$ cat src/rtl/alarm_ringer_if.sv
// Signal bundle between the timekeeping/alarm-setting side and the alarm ringer.
// The chime line exists only when ALARM_RINGER_HOURLY_CHIME_EN is defined.
interface alarm_ringer_if;
    logic       tick_1hz;
    logic [7:0] cur_hour;
    logic [7:0] cur_min;
    logic [7:0] cur_sec;
    logic [7:0] ahour;
    logic [7:0] amin;
    logic       LD_alert;
    logic       stop_btn;
    logic       snooze_btn;
    logic       ringing;
    logic       snoozing;
    logic       buzzer;
    logic [3:0] snooze_cnt;
`ifdef ALARM_RINGER_HOURLY_CHIME_EN
    logic       chime;
`endif

    // No valid/ready handshake here: tick_1hz and both buttons are single-cycle
    // strobes that are consumed on the clock edge where they are high; all other
    // inputs are level signals and every output is a level held by registers.
`ifdef ALARM_RINGER_HOURLY_CHIME_EN
    modport slave  (input  tick_1hz, cur_hour, cur_min, cur_sec, ahour, amin,
                           LD_alert, stop_btn, snooze_btn,
                    output ringing, snoozing, buzzer, snooze_cnt, chime);
    modport master (output tick_1hz, cur_hour, cur_min, cur_sec, ahour, amin,
                           LD_alert, stop_btn, snooze_btn,
                    input  ringing, snoozing, buzzer, snooze_cnt, chime);
`else
    modport slave  (input  tick_1hz, cur_hour, cur_min, cur_sec, ahour, amin,
                           LD_alert, stop_btn, snooze_btn,
                    output ringing, snoozing, buzzer, snooze_cnt);
    modport master (output tick_1hz, cur_hour, cur_min, cur_sec, ahour, amin,
                           LD_alert, stop_btn, snooze_btn,
                    input  ringing, snoozing, buzzer, snooze_cnt);
`endif
endinterface

$ cat src/rtl/alarm_ringer.sv
// Alarm ringer: ring / snooze / stop sequencing with a 1 Hz beep on the buzzer.
// Optional hourly chime output is enabled by defining ALARM_RINGER_HOURLY_CHIME_EN.
module alarm_ringer #(
    parameter int RING_SECS   = 60,
    parameter int SNOOZE_SECS = 300,
    parameter int MAX_SNOOZE  = 3
) (
    input  logic           clk,
    input  logic           rst_n,
    alarm_ringer_if.slave  bus,
    output logic [1:0]     fsm_state
);

    typedef enum logic [1:0] {
        IDLE   = 2'd0,
        RING   = 2'd1,
        SNOOZE = 2'd2,
        DONE   = 2'd3
    } state_t;

    localparam logic [8:0] RING_LAST   = 9'(RING_SECS - 1);
    localparam logic [8:0] SNOOZE_LAST = 9'(SNOOZE_SECS - 1);
    localparam logic [3:0] SNOOZE_MAX  = 4'(MAX_SNOOZE);

    state_t     state, state_nxt;
    logic [8:0] sec_cnt, sec_nxt;
    logic       beep_phase, beep_nxt;
    logic [3:0] snz_q, snz_nxt;

    logic time_eq;
    logic match;

    assign time_eq = (bus.cur_hour == bus.ahour) && (bus.cur_min == bus.amin);
    assign match   = bus.tick_1hz && !bus.LD_alert && time_eq && (bus.cur_sec == 8'h00);

    always_ff @(posedge clk) begin
        if (!rst_n) begin
            state      <= IDLE;
            sec_cnt    <= '0;
            beep_phase <= 1'b0;
            snz_q      <= '0;
        end else begin
            state      <= state_nxt;
            sec_cnt    <= sec_nxt;
            beep_phase <= beep_nxt;
            snz_q      <= snz_nxt;
        end
    end

    always_comb begin
        state_nxt = state;
        sec_nxt   = sec_cnt;
        beep_nxt  = beep_phase;
        snz_nxt   = snz_q;
        unique case (state)
            IDLE: begin
                if (match) begin
                    state_nxt = RING;
                    sec_nxt   = '0;
                    beep_nxt  = 1'b1;
                    snz_nxt   = '0;
                end
            end
            RING: begin
                // A snooze press beyond the allowance is treated as no press at all.
                if (bus.stop_btn) begin
                    state_nxt = DONE;
                    beep_nxt  = 1'b0;
                end else if (bus.snooze_btn && (snz_q < SNOOZE_MAX)) begin
                    state_nxt = SNOOZE;
                    sec_nxt   = '0;
                    snz_nxt   = snz_q + 4'd1;
                    beep_nxt  = 1'b0;
                end else if (bus.tick_1hz) begin
                    beep_nxt = ~beep_phase;
                    if (sec_cnt == RING_LAST) begin
                        state_nxt = DONE;
                    end else begin
                        sec_nxt = sec_cnt + 9'd1;
                    end
                end
            end
            SNOOZE: begin
                if (bus.stop_btn) begin
                    state_nxt = DONE;
                end else if (bus.tick_1hz) begin
                    if (sec_cnt == SNOOZE_LAST) begin
                        state_nxt = RING;
                        sec_nxt   = '0;
                        beep_nxt  = 1'b1;
                    end else begin
                        sec_nxt = sec_cnt + 9'd1;
                    end
                end
            end
            DONE: begin
                // Stay here until the alarm minute has passed so it cannot re-fire.
                if (!time_eq) begin
                    state_nxt = IDLE;
                end
            end
        endcase
        if ((state != IDLE) && bus.LD_alert) begin
            state_nxt = IDLE;
            sec_nxt   = '0;
            snz_nxt   = '0;
            beep_nxt  = 1'b0;
        end
    end

    always_comb begin
        bus.ringing    = (state == RING);
        bus.snoozing   = (state == SNOOZE);
        bus.buzzer     = (state == RING) && beep_phase;
        bus.snooze_cnt = snz_q;
        fsm_state      = state;
    end

`ifdef ALARM_RINGER_HOURLY_CHIME_EN
    logic chime_q;
    logic hour_mark;
    logic active_nxt;

    assign hour_mark  = (bus.cur_min == 8'h00) && (bus.cur_sec == 8'h00);
    assign active_nxt = (state_nxt == RING) || (state_nxt == SNOOZE);

    // Chime holds from one tick to the next, but never alongside the alarm.
    always_ff @(posedge clk) begin
        if (!rst_n) begin
            chime_q <= 1'b0;
        end else if (active_nxt) begin
            chime_q <= 1'b0;
        end else if (bus.tick_1hz) begin
            chime_q <= hour_mark && !match && (state != RING) && (state != SNOOZE);
        end
    end

    assign bus.chime = chime_q;
`endif

endmodule

$ cat src/flat_wrapper.sv
// flat-port wrapper written by rule: the top's interface ports become plain ports
module alarm_ringer_flat 
#(
    parameter int RING_SECS   = 60,
    parameter int SNOOZE_SECS = 300,
    parameter int MAX_SNOOZE  = 3
)
  (clk, rst_n, fsm_state, bus_tick_1hz, bus_cur_hour, bus_cur_min, bus_cur_sec, bus_ahour, bus_amin, bus_LD_alert, bus_stop_btn, bus_snooze_btn, bus_ringing, bus_snoozing, bus_buzzer, bus_snooze_cnt);
  alarm_ringer_if bus_i ();
  input  logic clk;
  input  logic rst_n;
  output logic [1:0] fsm_state;
  input wire logic [$bits(bus_i.tick_1hz)-1:0] bus_tick_1hz;
  input wire logic [$bits(bus_i.cur_hour)-1:0] bus_cur_hour;
  input wire logic [$bits(bus_i.cur_min)-1:0] bus_cur_min;
  input wire logic [$bits(bus_i.cur_sec)-1:0] bus_cur_sec;
  input wire logic [$bits(bus_i.ahour)-1:0] bus_ahour;
  input wire logic [$bits(bus_i.amin)-1:0] bus_amin;
  input wire logic [$bits(bus_i.LD_alert)-1:0] bus_LD_alert;
  input wire logic [$bits(bus_i.stop_btn)-1:0] bus_stop_btn;
  input wire logic [$bits(bus_i.snooze_btn)-1:0] bus_snooze_btn;
  output wire logic [$bits(bus_i.ringing)-1:0] bus_ringing;
  output wire logic [$bits(bus_i.snoozing)-1:0] bus_snoozing;
  output wire logic [$bits(bus_i.buzzer)-1:0] bus_buzzer;
  output wire logic [$bits(bus_i.snooze_cnt)-1:0] bus_snooze_cnt;
  assign bus_i.tick_1hz = bus_tick_1hz;
  assign bus_i.cur_hour = bus_cur_hour;
  assign bus_i.cur_min = bus_cur_min;
  assign bus_i.cur_sec = bus_cur_sec;
  assign bus_i.ahour = bus_ahour;
  assign bus_i.amin = bus_amin;
  assign bus_i.LD_alert = bus_LD_alert;
  assign bus_i.stop_btn = bus_stop_btn;
  assign bus_i.snooze_btn = bus_snooze_btn;
  assign bus_ringing = bus_i.ringing;
  assign bus_snoozing = bus_i.snoozing;
  assign bus_buzzer = bus_i.buzzer;
  assign bus_snooze_cnt = bus_i.snooze_cnt;
  alarm_ringer #(.RING_SECS(RING_SECS), .SNOOZE_SECS(SNOOZE_SECS), .MAX_SNOOZE(MAX_SNOOZE)) u_core (.clk(clk), .rst_n(rst_n), .bus(bus_i), .fsm_state(fsm_state));
endmodule
$ cat config.mk
export PLATFORM = sky130hd
export DESIGN_NAME = alarm_ringer_flat
export DESIGN_NICKNAME = d
export VERILOG_FILES = /design/src/rtl/alarm_ringer_if.sv /design/src/rtl/alarm_ringer.sv /design/src/flat_wrapper.sv
export SDC_FILE = /design/constraint.sdc
export NUM_CORES = 1
export LEC_CHECK = 0
export ABC_AREA = 1
export BUFFER_PORTS_ARGS = -buffer_cell sky130_fd_sc_hd__buf_2
export CORE_ASPECT_RATIO = 1.2
export CORE_MARGIN = 4
export CORE_UTILIZATION = 25
export CTS_BUF_LIST = sky130_fd_sc_hd__clkbuf_8
export CTS_CLUSTER_DIAMETER = 100
export CTS_CLUSTER_SIZE = 14
export DETAILED_ROUTE_END_ITERATION = 8
export PLACE_DENSITY_LB_ADDON = 0.15
export SETUP_SLACK_MARGIN = 0.2
export SYNTH_ARGS = -nofsm -noshare
export SYNTH_HDL_FRONTEND = slang
export SYNTH_SLANG_ARGS = --single-unit
$ cat constraint.sdc
create_clock -name clk -period 2.2 [get_ports clk]
set_input_delay 0.22 -clock clk [delete_from_list [all_inputs] [get_ports clk]]
set_output_delay 0.22 -clock clk [all_outputs]
set_load 0.02 [all_outputs]
==> results.py <==
metrics = {
    "status": {
        "outcome": "finished clean",
    },
    "worst_hold_path": {
        "hold-path-endpoint": "u_core.bus.snooze_cnt[3]$_SDFFE_PP0P_",
        "min_from": "rst_n",
        "min_path_type": "input port to flip-flop",
        "min_path_cells": 4,
    },
    "synthesis": {
        "synth_flop_cell": "dfxtp_1",
        "async_flop_share_pct": 0,
        "ys_types": 25,
        "synth-seq-cells": 16,
        "synth_edf_count": 0,
        "ys.warnings.count": 0,
        "netlist_instances": 266,
        "synth_area_mm2": 0.00146,
        "syn_area_per_cell_um2": 5.48,
        "syn_nets": 318,
        "ys_seq_area_share_pct": 22.0,
    },
    "worst_setup_path": {
        "critPathLaunchType": "flip-flop",
        "cp_slowest_cell": "dfxtp_2",
        "max_stage_delay_ns": 0.38,
        "crit_top_cell": "inv_1",
        "r2r-end": "u_core.sec_cnt[6]$_SDFFE_PP0P_",
        "timing.rr.start": "u_core.fsm_state[0]$_SDFFE_PP0P_",
        "ff2ff_setup_slack_ns": 0.37,
        "r2r_cells": 9,
        "required_ns": 2.34,
        "critPathLaunch": "u_core.fsm_state[0]$_SDFFE_PP0P_",
        "cp_cell_sequence": "inv_1 -> ha_1 -> nand2_1 -> nor3b_2 -> inv_1 -> a21oi_4 -> nand3_4 -> o21bai_1 -> nor2_1",
        "crit_fanout": 14,
        "cp.arrival_ns": 1.97,
        "cp-end-kind": "flip-flop",
        "critical_path_class": "flip-flop to flip-flop",
    },
    "floorplanning": {
        "die_width_um": 77.7,
        "die_h_um": 91.7,
        "start_util_pct": 25.7,
        "dieArea_mm2": 0.00713,
        "io_pins": 55,
        "fp-row-count": 30,
        "core_area_mm2": 0.00567,
    },
    "power": {
        "p_leak_nw": 1.07,
        "power_switching_uw": 440,
        "internal-power_uw": 618,
        "seqPwrFrac_pct": 34.1,
        "p_per_area_mw_per_mm2": 567,
        "combPwrFrac_pct": 45.2,
        "swShare_pct": 41.6,
        "power_frac_clock_pct": 20.7,
        "ir_drop_v": 0.000304,
    },
    "sta": {
        "slew_violations": 0,
        "fin_crit_ns": 1.83,
        "setup_slack_ns": 0.373,
        "hold_viol_final": 0,
        "finClkSkew_ns": 0.00115,
        "tightestPinTransition_ns": 0.342,
        "grt_setup_unrepaired": "true",
        "relSlewSlack_pct": 77.1,
        "setup_tns_ns": 0,
        "min_period_over_period_pct": 83.0,
        "setup_viol": 0,
        "fmax_ghz": 0.547,
    },
    "clock_tree": {
        "cts.sinks": 16,
        "cts_hold_buffers": 0,
        "insertion_delay_ns": 0.24,
        "cts_tree": "yes",
        "cts-resized-gates": 0,
        "cts.clk_slew.worst_paths_ns": 0.06,
        "cts_root_buffer": "clkbuf_8",
        "cts_made_buffers": 3,
        "htree_levels": 1,
        "cts_buffer_depth": 2,
        "cts_setup_buffers": 0,
    },
    "layout": {
        "area_growth_pct": 27.8,
        "layout.nets": 376,
        "final_cells": 402,
        "multi_input_area_um2": 947,
        "seqCellArea_um2": 322,
        "final_cell_mix": "nand2_1, nor2_1, buf_2",
        "layout_commonest_cell": "nand2_1",
        "layout-drive-gt1-share_pct": 22.4,
        "antenna_cells": 0,
        "fillers": 649,
    },
    "routing": {
        "drtIter0Drc": 39,
        "routed_wl_um": 3800,
        "wire_per_inst_um": 9.46,
        "ant_nets": 0,
        "drc": 0,
        "avgViaCountPerCell": 4.08,
        "num_vias": 1641,
        "detail_route.first_pass.iterations": 4,
    },
    "global_route": {
        "antenna_found_initial": 0,
        "grt_pass1_vias": 1459,
        "grt_usage_pct": 10.5,
        "grt_start_max_net_pins": 15,
        "grt-ovfl-total": 0,
        "grt_first_pass_wirelength_um": 6170,
    },
    "placement": {
        "port_buffers": 54,
        "dp_worst_setup_slack_ns": 0.324,
        "hpwl_um": 3090,
        "globalplace.congestion": 0.734,
        "dp.cells": 399,
    },
    "run": {
        "cap_viol_max_count": 0,
    },
}
[layer usage]
layer / share of wire (%) / track usage [%]
met3: 6.4 / 2.16
met5: 0 / 0
met4: 1.1 / 4.01
met2: 44 / 18.1
met1: 48 / 12.7
[layout make-up]
cell class | count | area share (%)
sequential | 16 | 17.2
inverter | 47 | 9.46
timing repair buffer | 55 | 14.9
tap | 80 | 5.37
multi-input combinational | 201 | 50.8
clock buffer | 3 | 2.21
[sequential cells by signal, summed over array words and instances (netlist names)]
signal,cells
u_core.sec_cnt,9
u_core.bus.snooze_cnt,4
u_core.fsm_state,2
u_core.beep_phase,1
[critical path, delay by kind of cell, from the launching register on]
kind | cells | cell delay (ns)
flops | 1 | 0.38
compound gates | 2 | 0.38
fa+ha+maj | 1 | 0.28
buf+inv | 2 | 0.18
simple gates | 4 | 0.50
[stage by stage]
step | hold slack (ns) | util [%] | cell area, um2 | power, mW
after floorplan | 0.456 | - | 1460 | 0.726
after global placement | 0.457 | 32.0 | 1820 | 0.839
after detailed placement | 0.447 | 32.0 | 1820 | 0.844
after CTS | 0.429 | 32.8 | 1860 | 1.07
after global routing | 0.453 | 32.9 | 1860 | 1.17
final | 0.431 | 32.9 | 1860 | 1.06
[power by group through the flow]
| stage | clock network [mW] | logic (mW) | registers, mW |
|---|---|---|---|
| floorplan | 0 | 0.357 | 0.369 |
| global placement | 0 | 0.473 | 0.366 |
| detailed placement | 0 | 0.476 | 0.367 |
| CTS | 0.234 | 0.479 | 0.360 |
| global route | 0.248 | 0.554 | 0.367 |
| finish | 0.219 | 0.479 | 0.360 |
[cell usage after synthesis (2+ instances only)]
master | instances | area (um2)
inv_2 | 3 | 11.3
a21oi_1 | 9 | 45.0
nor2_1 | 65 | 244
nand2_2 | 2 | 12.5
nand2_1 | 81 | 304
nand4_1 | 9 | 56.3
nor2_2 | 3 | 18.8
inv_1 | 43 | 161
nand3_1 | 9 | 45.0
ha_1 | 6 | 75.1
buf_6 | 2 | 22.5
o21ai_0 | 3 | 15.0
xor2_1 | 2 | 17.5
dfxtp_1 | 16 | 320
nor3b_1 | 3 | 22.5
[worst max path at each step]
stage	slack (ns)	to	cells past startpoint
2_1_floorplan	0.30	u_core.sec_cnt[6]$_SDFFE_PP0P_	10
5_1_grt	0.19	u_core.sec_cnt[7]$_SDFFE_PP0P_	9
3_3_place_gp	0.38	u_core.sec_cnt[6]$_SDFFE_PP0P_	9
3_5_place_dp	0.32	u_core.sec_cnt[6]$_SDFFE_PP0P_	9
4_1_cts	0.31	u_core.sec_cnt[6]$_SDFFE_PP0P_	9
6_report	0.37	u_core.sec_cnt[6]$_SDFFE_PP0P_	9
[logic make-up (layout without fill, tap and decap cells)]
kind of cell               Yosys count  count (layout)  share of synthesized area, %
xor gates and xnor gates             3               3                          1.80
adders and majority gates            6               6                          5.15
and+or+nand+nor                    176             176                          51.3
AOI/OAI and AO/OA                   16              16                          6.17
DFF                                 16              16                          22.0
buffers and inverters               49             105                          13.6
Note: power is estimated with default switching activity, not from simulation.
